**config.mk**
```make
export PLATFORM = sky130hd
export DESIGN_NAME = uart_tx_arbiter_flat
export DESIGN_NICKNAME = d
export VERILOG_FILES = /design/src/rtl/uart_tx_arbiter_if.sv /design/src/rtl/uart_tx_arbiter.sv /design/src/flat_wrapper.sv
export SDC_FILE = /design/constraint.sdc
export NUM_CORES = 1
export LEC_CHECK = 0
export ABC_CLOCK_PERIOD_IN_PS = 1830
export CORE_ASPECT_RATIO = 0.9
export CORE_UTILIZATION = 47
export CTS_CLUSTER_DIAMETER = 100
export CTS_CLUSTER_SIZE = 14
export DETAILED_ROUTE_END_ITERATION = 10
export PLACE_DENSITY = 0.78
export SYNTH_ARGS = -nofsm -noshare
export SYNTH_HDL_FRONTEND = slang
export SYNTH_SLANG_ARGS = --single-unit
```
**constraint.sdc**
```tcl
create_clock -name PCLK -period 1.83 [get_ports PCLK]
set_clock_uncertainty 0.05 [all_clocks]
set_input_delay 0.183 -clock PCLK [delete_from_list [all_inputs] [get_ports PCLK]]
set_output_delay 0.183 -clock PCLK [all_outputs]
set_load 0.05 [all_outputs]
```
**src/rtl/uart_tx_arbiter_if.sv**
```systemverilog
// Handshake bundle between the two block sources, the arbiter and the UART controller.
interface uart_tx_arbiter_if #(
   parameter int N_AES = 128
);
   logic             aes_valid;
   logic [N_AES-1:0] aes_data;
   logic             aes_ready;
   logic             pt_valid;
   logic [N_AES-1:0] pt_data;
   logic             pt_ready;
   logic             uc_start;
   logic [N_AES-1:0] uc_in;
   logic             uc_write;
   logic             grant_id;
   logic             busy;
   logic             timeout;

   modport slave (
      input  aes_valid, aes_data, pt_valid, pt_data, uc_write,
      output aes_ready, pt_ready, uc_start, uc_in, grant_id, busy, timeout
   );

   modport master (
      output aes_valid, aes_data, pt_valid, pt_data, uc_write,
      input  aes_ready, pt_ready, uc_start, uc_in, grant_id, busy, timeout
   );
endinterface

```
**src/rtl/uart_tx_arbiter.sv**
```systemverilog
// Round-robin arbiter feeding AES and plaintext blocks to a word-serial UART controller.
// Define UART_ARB_WATCHDOG_EN to compile in the drain watchdog (TIMEOUT_CYCLES).
module uart_tx_arbiter #(
   parameter int N_AES          = 128,
   parameter int DATA_WIDTH     = 32,
   parameter int TIMEOUT_CYCLES = 1024
) (
   input  logic              PCLK,
   input  logic              PRESETn,
   uart_tx_arbiter_if.slave  bus
);
   localparam int WORDS = N_AES / DATA_WIDTH;
   localparam int CNT_W = (WORDS > 1) ? $clog2(WORDS) : 1;
   localparam logic [CNT_W-1:0] LAST_WORD = CNT_W'(WORDS - 1);

   if ((N_AES % DATA_WIDTH) != 0) begin : g_bad_width
      $error("N_AES must be a multiple of DATA_WIDTH");
   end
   if (TIMEOUT_CYCLES < 1) begin : g_bad_timeout
      $error("TIMEOUT_CYCLES must be at least 1");
   end

   typedef enum logic [1:0] {S_IDLE, S_LAUNCH, S_DRAIN} state_t;

   state_t           state_q, state_d;
   logic             aes_full_q, aes_full_d;
   logic             pt_full_q, pt_full_d;
   logic [N_AES-1:0] aes_buf_q, aes_buf_d;
   logic [N_AES-1:0] pt_buf_q, pt_buf_d;
   logic             grant_q, grant_d;
   logic             last_q, last_d;
   logic [CNT_W-1:0] cnt_q, cnt_d;
   logic             done;
   logic             timeout_pulse;

`ifdef UART_ARB_WATCHDOG_EN
   localparam int WD_W = $clog2(TIMEOUT_CYCLES + 1);
   logic [WD_W-1:0] wd_q, wd_d;
`endif

   always_comb begin
      state_d       = state_q;
      aes_full_d    = aes_full_q;
      pt_full_d     = pt_full_q;
      aes_buf_d     = aes_buf_q;
      pt_buf_d      = pt_buf_q;
      grant_d       = grant_q;
      last_d        = last_q;
      cnt_d         = cnt_q;
      done          = 1'b0;
      timeout_pulse = 1'b0;
`ifdef UART_ARB_WATCHDOG_EN
      wd_d          = wd_q;
`endif

      case (state_q)
         S_IDLE: begin
            if (aes_full_q || pt_full_q) begin
               // Tie goes to whichever channel was not served last.
               grant_d = aes_full_q ? (pt_full_q ? ~last_q : 1'b0) : 1'b1;
               state_d = S_LAUNCH;
            end
         end
         S_LAUNCH: begin
            cnt_d   = '0;
            state_d = S_DRAIN;
`ifdef UART_ARB_WATCHDOG_EN
            wd_d    = WD_W'(1);
`endif
         end
         S_DRAIN: begin
            if (bus.uc_write) begin
               if (cnt_q == LAST_WORD) done = 1'b1;
               else                    cnt_d = cnt_q + CNT_W'(1);
`ifdef UART_ARB_WATCHDOG_EN
               wd_d = WD_W'(1);
            end else if (wd_q == WD_W'(TIMEOUT_CYCLES)) begin
               timeout_pulse = 1'b1;
               done          = 1'b1;
            end else begin
               wd_d = wd_q + WD_W'(1);
`endif
            end
         end
         default: state_d = S_IDLE;
      endcase

      if (done) begin
         cnt_d   = '0;
         last_d  = grant_q;
         state_d = S_IDLE;
         if (grant_q) pt_full_d  = 1'b0;
         else         aes_full_d = 1'b0;
      end

      // A full buffer cannot accept, so capture never collides with the release above.
      if (bus.aes_valid && !aes_full_q) begin
         aes_full_d = 1'b1;
         aes_buf_d  = bus.aes_data;
      end
      if (bus.pt_valid && !pt_full_q) begin
         pt_full_d = 1'b1;
         pt_buf_d  = bus.pt_data;
      end
   end

   always_ff @(posedge PCLK or negedge PRESETn) begin
      if (!PRESETn) begin
         state_q    <= S_IDLE;
         aes_full_q <= 1'b0;
         pt_full_q  <= 1'b0;
         aes_buf_q  <= '0;
         pt_buf_q   <= '0;
         grant_q    <= 1'b0;
         last_q     <= 1'b1;
         cnt_q      <= '0;
`ifdef UART_ARB_WATCHDOG_EN
         wd_q       <= '0;
`endif
      end else begin
         state_q    <= state_d;
         aes_full_q <= aes_full_d;
         pt_full_q  <= pt_full_d;
         aes_buf_q  <= aes_buf_d;
         pt_buf_q   <= pt_buf_d;
         grant_q    <= grant_d;
         last_q     <= last_d;
         cnt_q      <= cnt_d;
`ifdef UART_ARB_WATCHDOG_EN
         wd_q       <= wd_d;
`endif
      end
   end

   assign bus.aes_ready = ~aes_full_q;
   assign bus.pt_ready  = ~pt_full_q;
   assign bus.uc_start  = (state_q == S_LAUNCH);
   assign bus.busy      = (state_q != S_IDLE);
   assign bus.grant_id  = grant_q;
   assign bus.uc_in     = (state_q == S_IDLE) ? '0 : (grant_q ? pt_buf_q : aes_buf_q);
`ifdef UART_ARB_WATCHDOG_EN
   assign bus.timeout   = timeout_pulse;
`else
   assign bus.timeout   = 1'b0;
`endif
endmodule
```
**src/flat_wrapper.sv**
```systemverilog
// flat-port wrapper written by rule: the top's interface ports become plain ports
module uart_tx_arbiter_flat 
#(
   parameter int N_AES          = 128,
   parameter int DATA_WIDTH     = 32,
   parameter int TIMEOUT_CYCLES = 1024
)
  (PCLK, PRESETn, bus_aes_valid, bus_aes_data, bus_pt_valid, bus_pt_data, bus_uc_write, bus_aes_ready, bus_pt_ready, bus_uc_start, bus_uc_in, bus_grant_id, bus_busy, bus_timeout);
  uart_tx_arbiter_if #(.N_AES(N_AES)) bus_i ();
  input  logic PCLK;
  input  logic PRESETn;
  input wire logic [$bits(bus_i.aes_valid)-1:0] bus_aes_valid;
  input wire logic [$bits(bus_i.aes_data)-1:0] bus_aes_data;
  input wire logic [$bits(bus_i.pt_valid)-1:0] bus_pt_valid;
  input wire logic [$bits(bus_i.pt_data)-1:0] bus_pt_data;
  input wire logic [$bits(bus_i.uc_write)-1:0] bus_uc_write;
  output wire logic [$bits(bus_i.aes_ready)-1:0] bus_aes_ready;
  output wire logic [$bits(bus_i.pt_ready)-1:0] bus_pt_ready;
  output wire logic [$bits(bus_i.uc_start)-1:0] bus_uc_start;
  output wire logic [$bits(bus_i.uc_in)-1:0] bus_uc_in;
  output wire logic [$bits(bus_i.grant_id)-1:0] bus_grant_id;
  output wire logic [$bits(bus_i.busy)-1:0] bus_busy;
  output wire logic [$bits(bus_i.timeout)-1:0] bus_timeout;
  assign bus_i.aes_valid = bus_aes_valid;
  assign bus_i.aes_data = bus_aes_data;
  assign bus_i.pt_valid = bus_pt_valid;
  assign bus_i.pt_data = bus_pt_data;
  assign bus_i.uc_write = bus_uc_write;
  assign bus_aes_ready = bus_i.aes_ready;
  assign bus_pt_ready = bus_i.pt_ready;
  assign bus_uc_start = bus_i.uc_start;
  assign bus_uc_in = bus_i.uc_in;
  assign bus_grant_id = bus_i.grant_id;
  assign bus_busy = bus_i.busy;
  assign bus_timeout = bus_i.timeout;
  uart_tx_arbiter #(.N_AES(N_AES), .DATA_WIDTH(DATA_WIDTH), .TIMEOUT_CYCLES(TIMEOUT_CYCLES)) u_core (.PCLK(PCLK), .PRESETn(PRESETn), .bus(bus_i));
endmodule
```
==> flow_metrics.env, run 1 <==
export IMPL_status="finished with violations"
export IMPL_violations="setup timing"
export IMPL_clockBufferDepth=3
export IMPL_finalHoldViolations=0
export IMPL_hold_path_class="input pin to asynchronous set/reset pin"
export IMPL_cp_required_ns=1.60
export IMPL_cpMostUsedCell="buf_4"
export IMPL_critPathSlowestCell="dfrtp_4"
export IMPL_clkTransAtPathRegs_ns=0.07
export IMPL_async_flop_share_pct=100
export IMPL_multiInputGateArea_sq_um=5970
export IMPL_place_congestion=0.833
export IMPL_max_freq_mhz=466
export IMPL_antenna_found_initial=2
export IMPL_numCtsBuffers=22
export IMPL_synth_area_sq_um=12400
export IMPL_grt_overflow_total=0
export IMPL_ios=395
export IMPL_grt_setup_unrepaired="yes"
export IMPL_first_global_vias=9413
export IMPL_totalWireLength_microns=35900
export IMPL_drc=0
export IMPL_synth_fp_nets=1131
export IMPL_synth_area_leaders="dfrtp_1, mux2_2, mux2_4"
export IMPL_first_pass_iters=4
export IMPL_critPathKind="flip-flop to output pin"
export IMPL_wire_per_inst_microns=21.5
export IMPL_yosysMostFrequentCell="dfrtp_1"
export IMPL_ys_warn_count=0
export IMPL_root_buffer="clkbuf_16"
export IMPL_ys_seq_area_share_pct=53.5
export IMPL_cp_end_kind="output pin"
export IMPL_clock_sinks=264
export IMPL_die_w_microns=173
export IMPL_cp_start_kind="flip-flop"
export IMPL_synth_seq_cells=264
export IMPL_arrival_ns=1.91
export IMPL_drtIter0Drc=346
export IMPL_die_h_microns=156
export IMPL_dp_cells=1595
export IMPL_fill_cells=1463
export IMPL_cts_tree="built"
export IMPL_area_growth_pct=58.7
export IMPL_setup_viol_count_final=129
export IMPL_ant_nets=0
export IMPL_synth_edff_count=0
export IMPL_yosysTopAreaCell="dfrtp_1"
export IMPL_rows=55
export IMPL_relSlewSlack_pct=61.3
export IMPL_period_needed_ns=2.15
export IMPL_fin_ws_ns=-0.318
export IMPL_path_max_fanout=15
export IMPL_synthTopCellsByCount="dfrtp_1, mux2_2, mux2i_1, nor2_1, mux2_4"
export IMPL_grt_max_degree=68
export IMPL_worstSkewPairLatency_ns=0.50
export IMPL_avgSynthCellArea_sq_um=14.3
export IMPL_leakagePower_nw=8.50
export IMPL_fin_crit_sh_pct=117
export IMPL_antennaDiodeCount=0
export IMPL_global_route_usage_total_pct=25.7
export IMPL_tightest_slew_ns=0.581
export IMPL_place_hpwl_microns=24300
export IMPL_cts_max_level=1
export IMPL_rrSetupSlack_ns=0.09
export IMPL_drv_slew=0
export IMPL_stdcell_count=1668
export IMPL_vias=8694
export IMPL_yosysUniqueCellTypes=29
export IMPL_power_density_nw_per_um2=2210
export IMPL_start_util_pct=48.5
export IMPL_yosysTopAreaCellShare_pct=53.2
export IMPL_max_cap_violations=0
export IMPL_port_buffers=393
export IMPL_grt_pass1_wl_microns=53900
export IMPL_peakVddDrop_mv=1.83
export IMPL_drive_gt1_share_pct=51.1
export IMPL_core_sq_um=25500
export IMPL_regArea_sq_um=6610
export IMPL_syn_inst=866
export IMPL_critical_path_cell_chain="buf_4 > buf_12 > mux2i_2 > nor2_2 > buf_4"
export IMPL_synthFlopType="dfrtp_1"
export IMPL_dieArea_sq_um=27000
export IMPL_viasPerCell=5.21
export IMPL_slowest_delay_ns=0.54
export IMPL_nets=1582
export IMPL_tns_ns=-32.45
## path summary, 6_finish.rpt
check                                       end                start  depth (start not counted)
hold reg to reg                   u_core.last_q        u_core.last_q                          2
max in group asynchronous  u_core.aes_buf_q[47]              PRESETn                          3
hold / removal              u_core.pt_buf_q[52]              PRESETn                          2
setup / recovery                   bus_uc_in[4]  u_core.bus.grant_id                          5
min in group PCLK           u_core.pt_buf_q[74]      bus_pt_data[74]                          2
setup reg to reg              u_core.state_q[1]    u_core.state_q[1]                          6
## cell usage in the layout, fill, tap and decap left out, types with 2 or more instances in the layout
master	count
buf_12	97
buf_16	7
buf_4	55
buf_6	58
buf_8	7
clkbuf_1	9
clkbuf_16	25
clkdlybuf4s50_1	259
dfrtp_1	262
ha_1	2
inv_1	3
inv_2	2
mux2_2	157
mux2_4	101
mux2i_1	80
mux2i_2	33
mux2i_4	15
nand2_1	4
nor2_1	16
nor2_2	86
nor2_4	26
nor2b_4	2
o21ai_0	2
## critical path: cells and delay by family (launching register included)
family        cells  cell delay (ns)
mux               1             0.28
buf+inv           3             0.53
simple gates      1             0.05
flops             1             0.54
## final cells by class
class                   instances  share of cell area, %
repair buffers                486                   30.4
flip-flops and latches        264                   33.7
well taps                     342                   2.18
multi-input cells             537                   30.4
inverters                       6                  0.128
clock buffers                  33                   3.18
## metrics by stage
step           cell area (sq um)  setup WS [ns]  hold slack, ns  utilization [%]  total power, mW
6_report                   19600         -0.318           0.187             77.0             43.3
5_1_grt                    19600         -0.380           0.221             77.0             45.0
4_1_cts                    19200         -0.334           0.196             75.6             42.1
3_5_place_dp               17600         0.0584           0.133             69.1             34.4
3_3_place_gp               17600         0.0896           0.128             69.1             34.0
2_1_floorplan              12600         -0.204          -0.163                -             25.4
## sequential cells by signal, summed over array words and instances (netlist names)
register	flops
u_core.aes_buf_q	128
u_core.pt_buf_q	128
u_core.cnt_q	2
u_core.state_q	2
u_core.aes_full_q	1
u_core.bus.grant_id	1
u_core.last_q	1
u_core.pt_full_q	1
## routing by layer
| metal | global-route usage, % | routed length [microns] |
|---|---|---|
| met5 | 0 | 13 |
| met4 | 8.68 | 1250 |
| met3 | 7.04 | 2530 |
| met1 | 30.8 | 13900 |
| met2 | 44.9 | 18200 |
## cell families after synthesis
family | count (synthesis) | synth area share [%]
compound gates | 8 | 0.496
fa+ha+maj | 4 | 0.405
buf+inv | 65 | 4.26
flops | 264 | 53.5
mux | 386 | 36.9
other cells | 1 | 0.0303
simple gates | 138 | 4.41
## repair_timing
item,4_1_cts,5_1_grt
setup buffers,20,12
hold buffers,1,0
endpoints found under the setup margin,129,131
gates resized for setup,156,61
pin swaps,7,4
hold endpoints to repair,55,0
cloned,6,2
## power by group
group / internal, mW / total, mW / switching (mW)
registers: 8.70 / 10.7 / 2.04
clock network: 2.33 / 4.37 / 2.04
logic: 13.6 / 28.2 / 14.5
(Power assumes the default switching activity.)
==> run 2: changes to the inputs <==
--- a/config.mk
+++ b/config.mk
@@ -5,6 +5,7 @@
 export SDC_FILE = /design/constraint.sdc
 export NUM_CORES = 1
 export LEC_CHECK = 0
+export ABC_AREA = 1
 export ABC_CLOCK_PERIOD_IN_PS = 1830
 export CORE_ASPECT_RATIO = 0.9
 export CORE_UTILIZATION = 47
==> constraint.sdc (replaced) <==
create_clock -name PCLK -period 1.83 [get_ports PCLK]
set_clock_uncertainty 0.05 [all_clocks]
set_input_delay 0.183 -clock PCLK [delete_from_list [all_inputs] [get_ports PCLK]]
set_output_delay 0.183 -clock PCLK [all_outputs]
set_load 0.01 [all_outputs]
==> flow_metrics.env, run 2 <==
export IMPL_clkTransAtPathRegs_ns=0.07
export IMPL_cts_tree="built"
export IMPL_ys_seq_area_share_pct=51.9
export IMPL_die_w_microns=176
export IMPL_max_freq_mhz=470
export IMPL_port_buffers=393
export IMPL_use_met1_pct=41.0
export IMPL_first_pass_iters=7
export IMPL_synth_fp_nets=1853
export IMPL_nets=2251
export IMPL_drc=0
export IMPL_use_met3_pct=6.10
export IMPL_fin_crit_sh_pct=116
export IMPL_grt_setup_unrepaired="yes"
export IMPL_use_met2_pct=54.0
export IMPL_ant_nets=0
export IMPL_drtIter0Drc=1192
export IMPL_avgSynthCellArea_sq_um=8.02
export IMPL_power_density_nw_per_um2=1820
export IMPL_tightest_slew_ns=0.663
export IMPL_dpl_worst_slack_ns=-0.282
export IMPL_final_common_cell="nand2_1"
export IMPL_max_cap_violations=0
export IMPL_syn_inst=1588
export IMPL_grt_max_degree=129
export IMPL_fill_cells=2000
export IMPL_cp_start_kind="flip-flop"
export IMPL_top_regs="u_core.aes_buf_q x128, u_core.pt_buf_q x128"
export IMPL_finalHoldViolations=0
export IMPL_yosysMostFrequentCell="nand2_1"
export IMPL_synthTopCellsByCount="nand2_1, dfrtp_1, nand3_1"
export IMPL_clock_sinks=264
export IMPL_path_max_fanout=27
export IMPL_synthFlopType="dfrtp_1"
export IMPL_vias=13100
export IMPL_multiInputGateArea_sq_um=5840
export IMPL_place_congestion=0.904
export IMPL_critPathKind="flip-flop to output pin"
export IMPL_yosysTopAreaCellShare_pct=51.7
export IMPL_core_sq_um=26300
export IMPL_totalWireLength_microns=47100
export IMPL_synth_area_sq_um=12700
export IMPL_setup_viol_count_final=129
export IMPL_fin_ws_ns=-0.297
export IMPL_period_needed_ns=2.13
export IMPL_ios=395
export IMPL_rows=56
export IMPL_peakVddDrop_mv=0.894
export IMPL_tns_ns=-29.49
export IMPL_relSlewSlack_pct=55.8
export IMPL_global_route_usage_total_pct=32.1
export IMPL_clockBufferDepth=3
export IMPL_grt_overflow_total=0
export IMPL_antenna_found_initial=4
export IMPL_ys_warn_count=0
export IMPL_layout_common_cells="nand2_1, dfrtp_1, nand3_1"
export IMPL_cp_required_ns=1.60
export IMPL_grt_pass1_wl_microns=69500
export IMPL_start_util_pct=48.3
export IMPL_numCtsBuffers=22
export IMPL_synth_edff_count=0
export IMPL_worstSkewPairLatency_ns=0.52
export IMPL_violations="setup timing"
export IMPL_async_flop_share_pct=100
export IMPL_arrival_ns=1.89
export IMPL_synth_area_leaders="dfrtp_1, nand2_1, nand3_1"
export IMPL_drv_slew=0
export IMPL_cp_end_kind="output pin"
export IMPL_wire_per_inst_microns=20.1
export IMPL_grt_busiest_layer="met2"
export IMPL_leakagePower_nw=9.22
export IMPL_synth_seq_cells=264
export IMPL_drive_gt1_share_pct=25.6
export IMPL_dieArea_sq_um=27800
export IMPL_die_h_microns=158
export IMPL_status="finished with violations"
export IMPL_cts_max_level=1
export IMPL_first_global_vias=12900
export IMPL_p_total_mw=33.9
export IMPL_regArea_sq_um=6610
export IMPL_yosysUniqueCellTypes=18
export IMPL_root_buffer="clkbuf_16"
export IMPL_area_growth_pct=46.6
export IMPL_viasPerCell=5.59
export IMPL_yosysTopAreaCell="dfrtp_1"
export IMPL_hold_path_class="input pin to flip-flop"
export IMPL_place_hpwl_microns=28000
[run 2: repair_timing]
| action | in CTS | in global routing |
|---|---|---|
| hold buffers | 1 | 0 |
| hold endpoints to repair | 51 | 0 |
| setup buffers | 26 | 3 |
| cloned | 15 | 11 |
| setup endpoints to repair | 133 | 130 |
| gates resized for setup | 727 | 131 |
| pin swaps | 34 | 40 |
[run 2: area by class of cell]
type                    count  area share [%]
flip-flops and latches    264            35.4
multi-input cells        1190            31.3
repair buffers            501            27.4
clock buffers              31            3.30
well taps                 348            2.33
inverters                   7           0.301
diodes                      4          0.0536
[run 2: worst paths after layout]
kind | from | end | slack (ns) | depth (start not counted)
min in group asynchronous | PRESETn | u_core.pt_buf_q[18] | 0.12 | 2
setup / recovery | u_core.bus.grant_id | bus_uc_in[8] | -0.30 | 6
max in group asynchronous | PRESETn | u_core.pt_buf_q[11] | 0.85 | 3
hold reg to reg | u_core.aes_buf_q[27] | u_core.aes_buf_q[27] | 0.42 | 2
hold / removal | bus_pt_valid | u_core.pt_full_q | 0.08 | 3
setup reg to reg | u_core.state_q[0] | u_core.state_q[1] | 0.12 | 11
[run 2: critical path, cell delays in order, from the launching register on]
cell and delay [ns]:
dfrtp_4 0.56, clkinv_8 0.12, buf_4 0.12, buf_12 0.18
nor2_1 0.09, nor2_1 0.14, buf_2 0.16
[run 2: routing by layer]
layer,vias up,wire [microns]
li1,5893,-
met1,6381,18400
met2,711,22600
met3,125,4140
met4,0,1940
met5,-,0
[run 2: metrics by stage]
| stage | util (%) | instance area (sq um) | std cells | hold WS [ns] |
|---|---|---|---|---|
| finish | 70.9 | 18700 | 2345 | 0.0828 |
| global route | 70.9 | 18700 | 2344 | 0.113 |
| detailed placement | 64.7 | 17000 | 2256 | 0.115 |
| CTS | 68.6 | 18100 | 2329 | 0.0708 |
| global placement | 64.7 | 17000 | 2256 | 0.103 |
| floorplan | - | 12700 | 1588 | -0.163 |
[run 2: where the power goes]
| group | switching, mW | total [mW] | internal (mW) |
|---|---|---|---|
| registers | 2.19 | 10.8 | 8.62 |
| logic | 10.0 | 18.7 | 8.65 |
| clock network | 2.11 | 4.42 | 2.31 |
[run 2: cells by family (layout without fill, tap and decap cells)]
| group | Yosys count | count (layout) | share of synthesized area, % |
|---|---|---|---|
| buf+inv | 134 | 539 | 6.93 |
| other cells | 1 | 5 | 0.0294 |
| fa+ha+maj | 4 | 4 | 0.393 |
| flops | 264 | 264 | 51.9 |
| simple gates | 1050 | 1050 | 35.5 |
| compound gates | 135 | 135 | 5.30 |
==> run 3: changes to the inputs <==
--- a/config.mk
+++ b/config.mk
@@ -6,13 +6,13 @@
 export NUM_CORES = 1
 export LEC_CHECK = 0
 export ABC_AREA = 1
-export ABC_CLOCK_PERIOD_IN_PS = 1830
+export ABC_CLOCK_PERIOD_IN_PS = 1800
 export CORE_ASPECT_RATIO = 0.9
-export CORE_UTILIZATION = 47
+export CORE_UTILIZATION = 43
 export CTS_CLUSTER_DIAMETER = 100
 export CTS_CLUSTER_SIZE = 14
 export DETAILED_ROUTE_END_ITERATION = 10
-export PLACE_DENSITY = 0.78
+export PLACE_DENSITY = 0.75
 export SYNTH_ARGS = -nofsm -noshare
 export SYNTH_HDL_FRONTEND = slang
 export SYNTH_SLANG_ARGS = --single-unit
==> constraint.sdc (replaced) <==
create_clock -name PCLK -period 1.8 [get_ports PCLK]
set_clock_uncertainty 0.05 [all_clocks]
set_input_delay 0.18 -clock PCLK [delete_from_list [all_inputs] [get_ports PCLK]]
set_output_delay 0.18 -clock PCLK [all_outputs]
set_load 0.01 [all_outputs]
==> flow_metrics.env, run 3 (synthesized netlist as in run 2, its figures left out) <==
export IMPL_status="finished with violations"
export IMPL_violations="setup timing"
export IMPL_grt_pass1_wl_microns=69100
export IMPL_place_area_sq_um=16900
export IMPL_grt_max_degree=93
export IMPL_drv_slew=0
export IMPL_root_buffer="clkbuf_16"
export IMPL_tns_ns=-37.31
export IMPL_cp_required_ns=1.57
export IMPL_clkTransAtPathRegs_ns=0.08
export IMPL_clock_sinks=264
export IMPL_first_pass_iters=6
export IMPL_core_sq_um=29000
export IMPL_nets=2309
export IMPL_numCtsBuffers=22
export IMPL_top_regs="u_core.aes_buf_q x128, u_core.pt_buf_q x128"
export IMPL_fill_cells=2336
export IMPL_power_density_nw_per_um2=1870
export IMPL_fin_ws_ns=-0.369
export IMPL_design_area_sq_um=19700
export IMPL_start_util_pct=43.9
export IMPL_viasPerCell=5.38
export IMPL_totalWireLength_microns=48300
export IMPL_rows=59
export IMPL_dr_wl_met3_microns=3880
export IMPL_area_growth_pct=54.5
export IMPL_max_freq_mhz=461
export IMPL_period_needed_ns=2.17
export IMPL_worstSkewPairLatency_ns=0.52
export IMPL_drtIter0Drc=1077
export IMPL_final_common_cell="nand2_1"
export IMPL_utilization_pct=67.8
export IMPL_place_congestion=0.863
export IMPL_critPathKind="flip-flop to output pin"
export IMPL_dieArea_sq_um=30300
export IMPL_cp_end_kind="output pin"
export IMPL_grt_setup_unrepaired="yes"
export IMPL_global_route_usage_total_pct=29.3
export IMPL_hold_path_class="input pin to asynchronous set/reset pin"
export IMPL_top_layer="met4"
export IMPL_finalHoldViolations=0
export IMPL_peakVddDrop_mv=1.10
export IMPL_critPathSlowestCell="dfrtp_1"
export IMPL_grt_overflow_total=0
export IMPL_cts_max_level=1
export IMPL_wl_met2_microns=23100
export IMPL_drc=0
export IMPL_ant_nets=0
export IMPL_tightest_slew_ns=0.558
export IMPL_first_global_vias=12500
export IMPL_place_hpwl_microns=27300
export IMPL_die_w_microns=183
export IMPL_fin_crit_sh_pct=120
export IMPL_leakagePower_nw=9.62
export IMPL_max_cap_violations=0
export IMPL_setup_viol_count_final=130
export IMPL_wire_per_inst_microns=19.7
export IMPL_hold_ws_ns=0.106
export IMPL_antenna_found_initial=5
export IMPL_drive_gt1_share_pct=28.8
export IMPL_layout_common_cells="nand2_1, dfrtp_1, nand3_1"
export IMPL_port_buffers=393
export IMPL_ios=395
export IMPL_arrival_ns=1.94
export IMPL_vias=13200
export IMPL_critical_path_cell_chain="inv_2 > ha_4 > clkinv_8 > buf_12 > buf_16 > o21ai_2 > nor2_1 > buf_2"
export IMPL_die_h_microns=165
export IMPL_p_total_mw=36.8
export IMPL_relSlewSlack_pct=62.8
export IMPL_slowest_delay_ns=0.40
export IMPL_clockBufferDepth=3
export IMPL_met1_length_microns=19500
export IMPL_path_max_fanout=7
export IMPL_cts_tree="built"
export IMPL_cp_start_kind="flip-flop"
run 3: changes by cell type in the layout (fill, tap and decap cells not counted), sizes merged:
| cell | change |
|---|---|
| buf | +41 |
| clkbuf | +16 |
| diode | +3 |
| clkdlybuf4s15 | +2 |
| inv | +2 |
| bufbuf | -1 |
run 3: per-layer routing:
layer / vias to the layer above / global-route usage [%]
met2: 710 / 47.7
met1: 6364 / 38.5
met4: 0 / 12.3
met3: 108 / 5.31
li1: 6022 / -
met5: - / 0
run 3: worst paths after layout:
check	startpoint	to	slack (ns)	cells after the start
worst max-delay path	u_core.state_q[0]	bus_uc_in[61]	-0.37	8
worst min-delay path	PRESETn	u_core.pt_buf_q[64]	0.11	2
worst max register to register	u_core.bus.grant_id	u_core.pt_full_q	0.09	9
worst min register to register	u_core.pt_buf_q[0]	u_core.pt_buf_q[0]	0.43	2
max in group asynchronous	PRESETn	u_core.aes_buf_q[63]	0.93	3
min in group PCLK	bus_pt_valid	u_core.pt_full_q	0.15	4
run 3: final cells by class:
cell class,count,area [sq um],share of cell area (%)
Sequential cell,264,6610,33.6
Multi-Input combinational cell,1190,6020,30.6
Timing Repair Buffer,557,5820,29.6
Clock buffer,33,623,3.17
Tap cell,396,495,2.52
Inverter,7,56.3,0.286
Timing Repair inverter,2,41.3,0.210
Antenna cell,7,17.5,0.0890
run 3: what timing repair did:
item                                    in CTS  in global routing
hold buffers                                 1                  0
gates cloned                                20                 16
gates resized for setup                    660                265
pin swaps                                   48                 56
endpoints found under the setup margin     133                137
endpoints found under the hold margin      263                  0
buffers inserted                            30                 58
run 3: report_power, final:
part           switching [mW]  total (mW)  internal [mW]
clock                    2.20        4.57           2.37
combinational            10.9        21.2           10.3
sequential               2.24        11.0           8.76
run 3: critical path, delay by kind of cell, from the launching register on:
| family | cells | cell delay [ns] |
|---|---|---|
| buffers and inverters | 5 | 0.67 |
| flip-flops | 1 | 0.40 |
| AO/OA/AOI/OAI | 1 | 0.06 |
| AND/OR/NAND/NOR | 1 | 0.07 |
| adder cells (fa/ha/maj) | 1 | 0.22 |
run 3: metrics by stage:
| step | setup slack, ns | cells |
|---|---|---|
| global placement | -0.315 | 2295 |
| global route | -0.450 | 2454 |
| floorplan | 0.244 | 1588 |
| CTS | -0.415 | 2379 |
| finish | -0.369 | 2456 |
| detailed placement | -0.327 | 2295 |
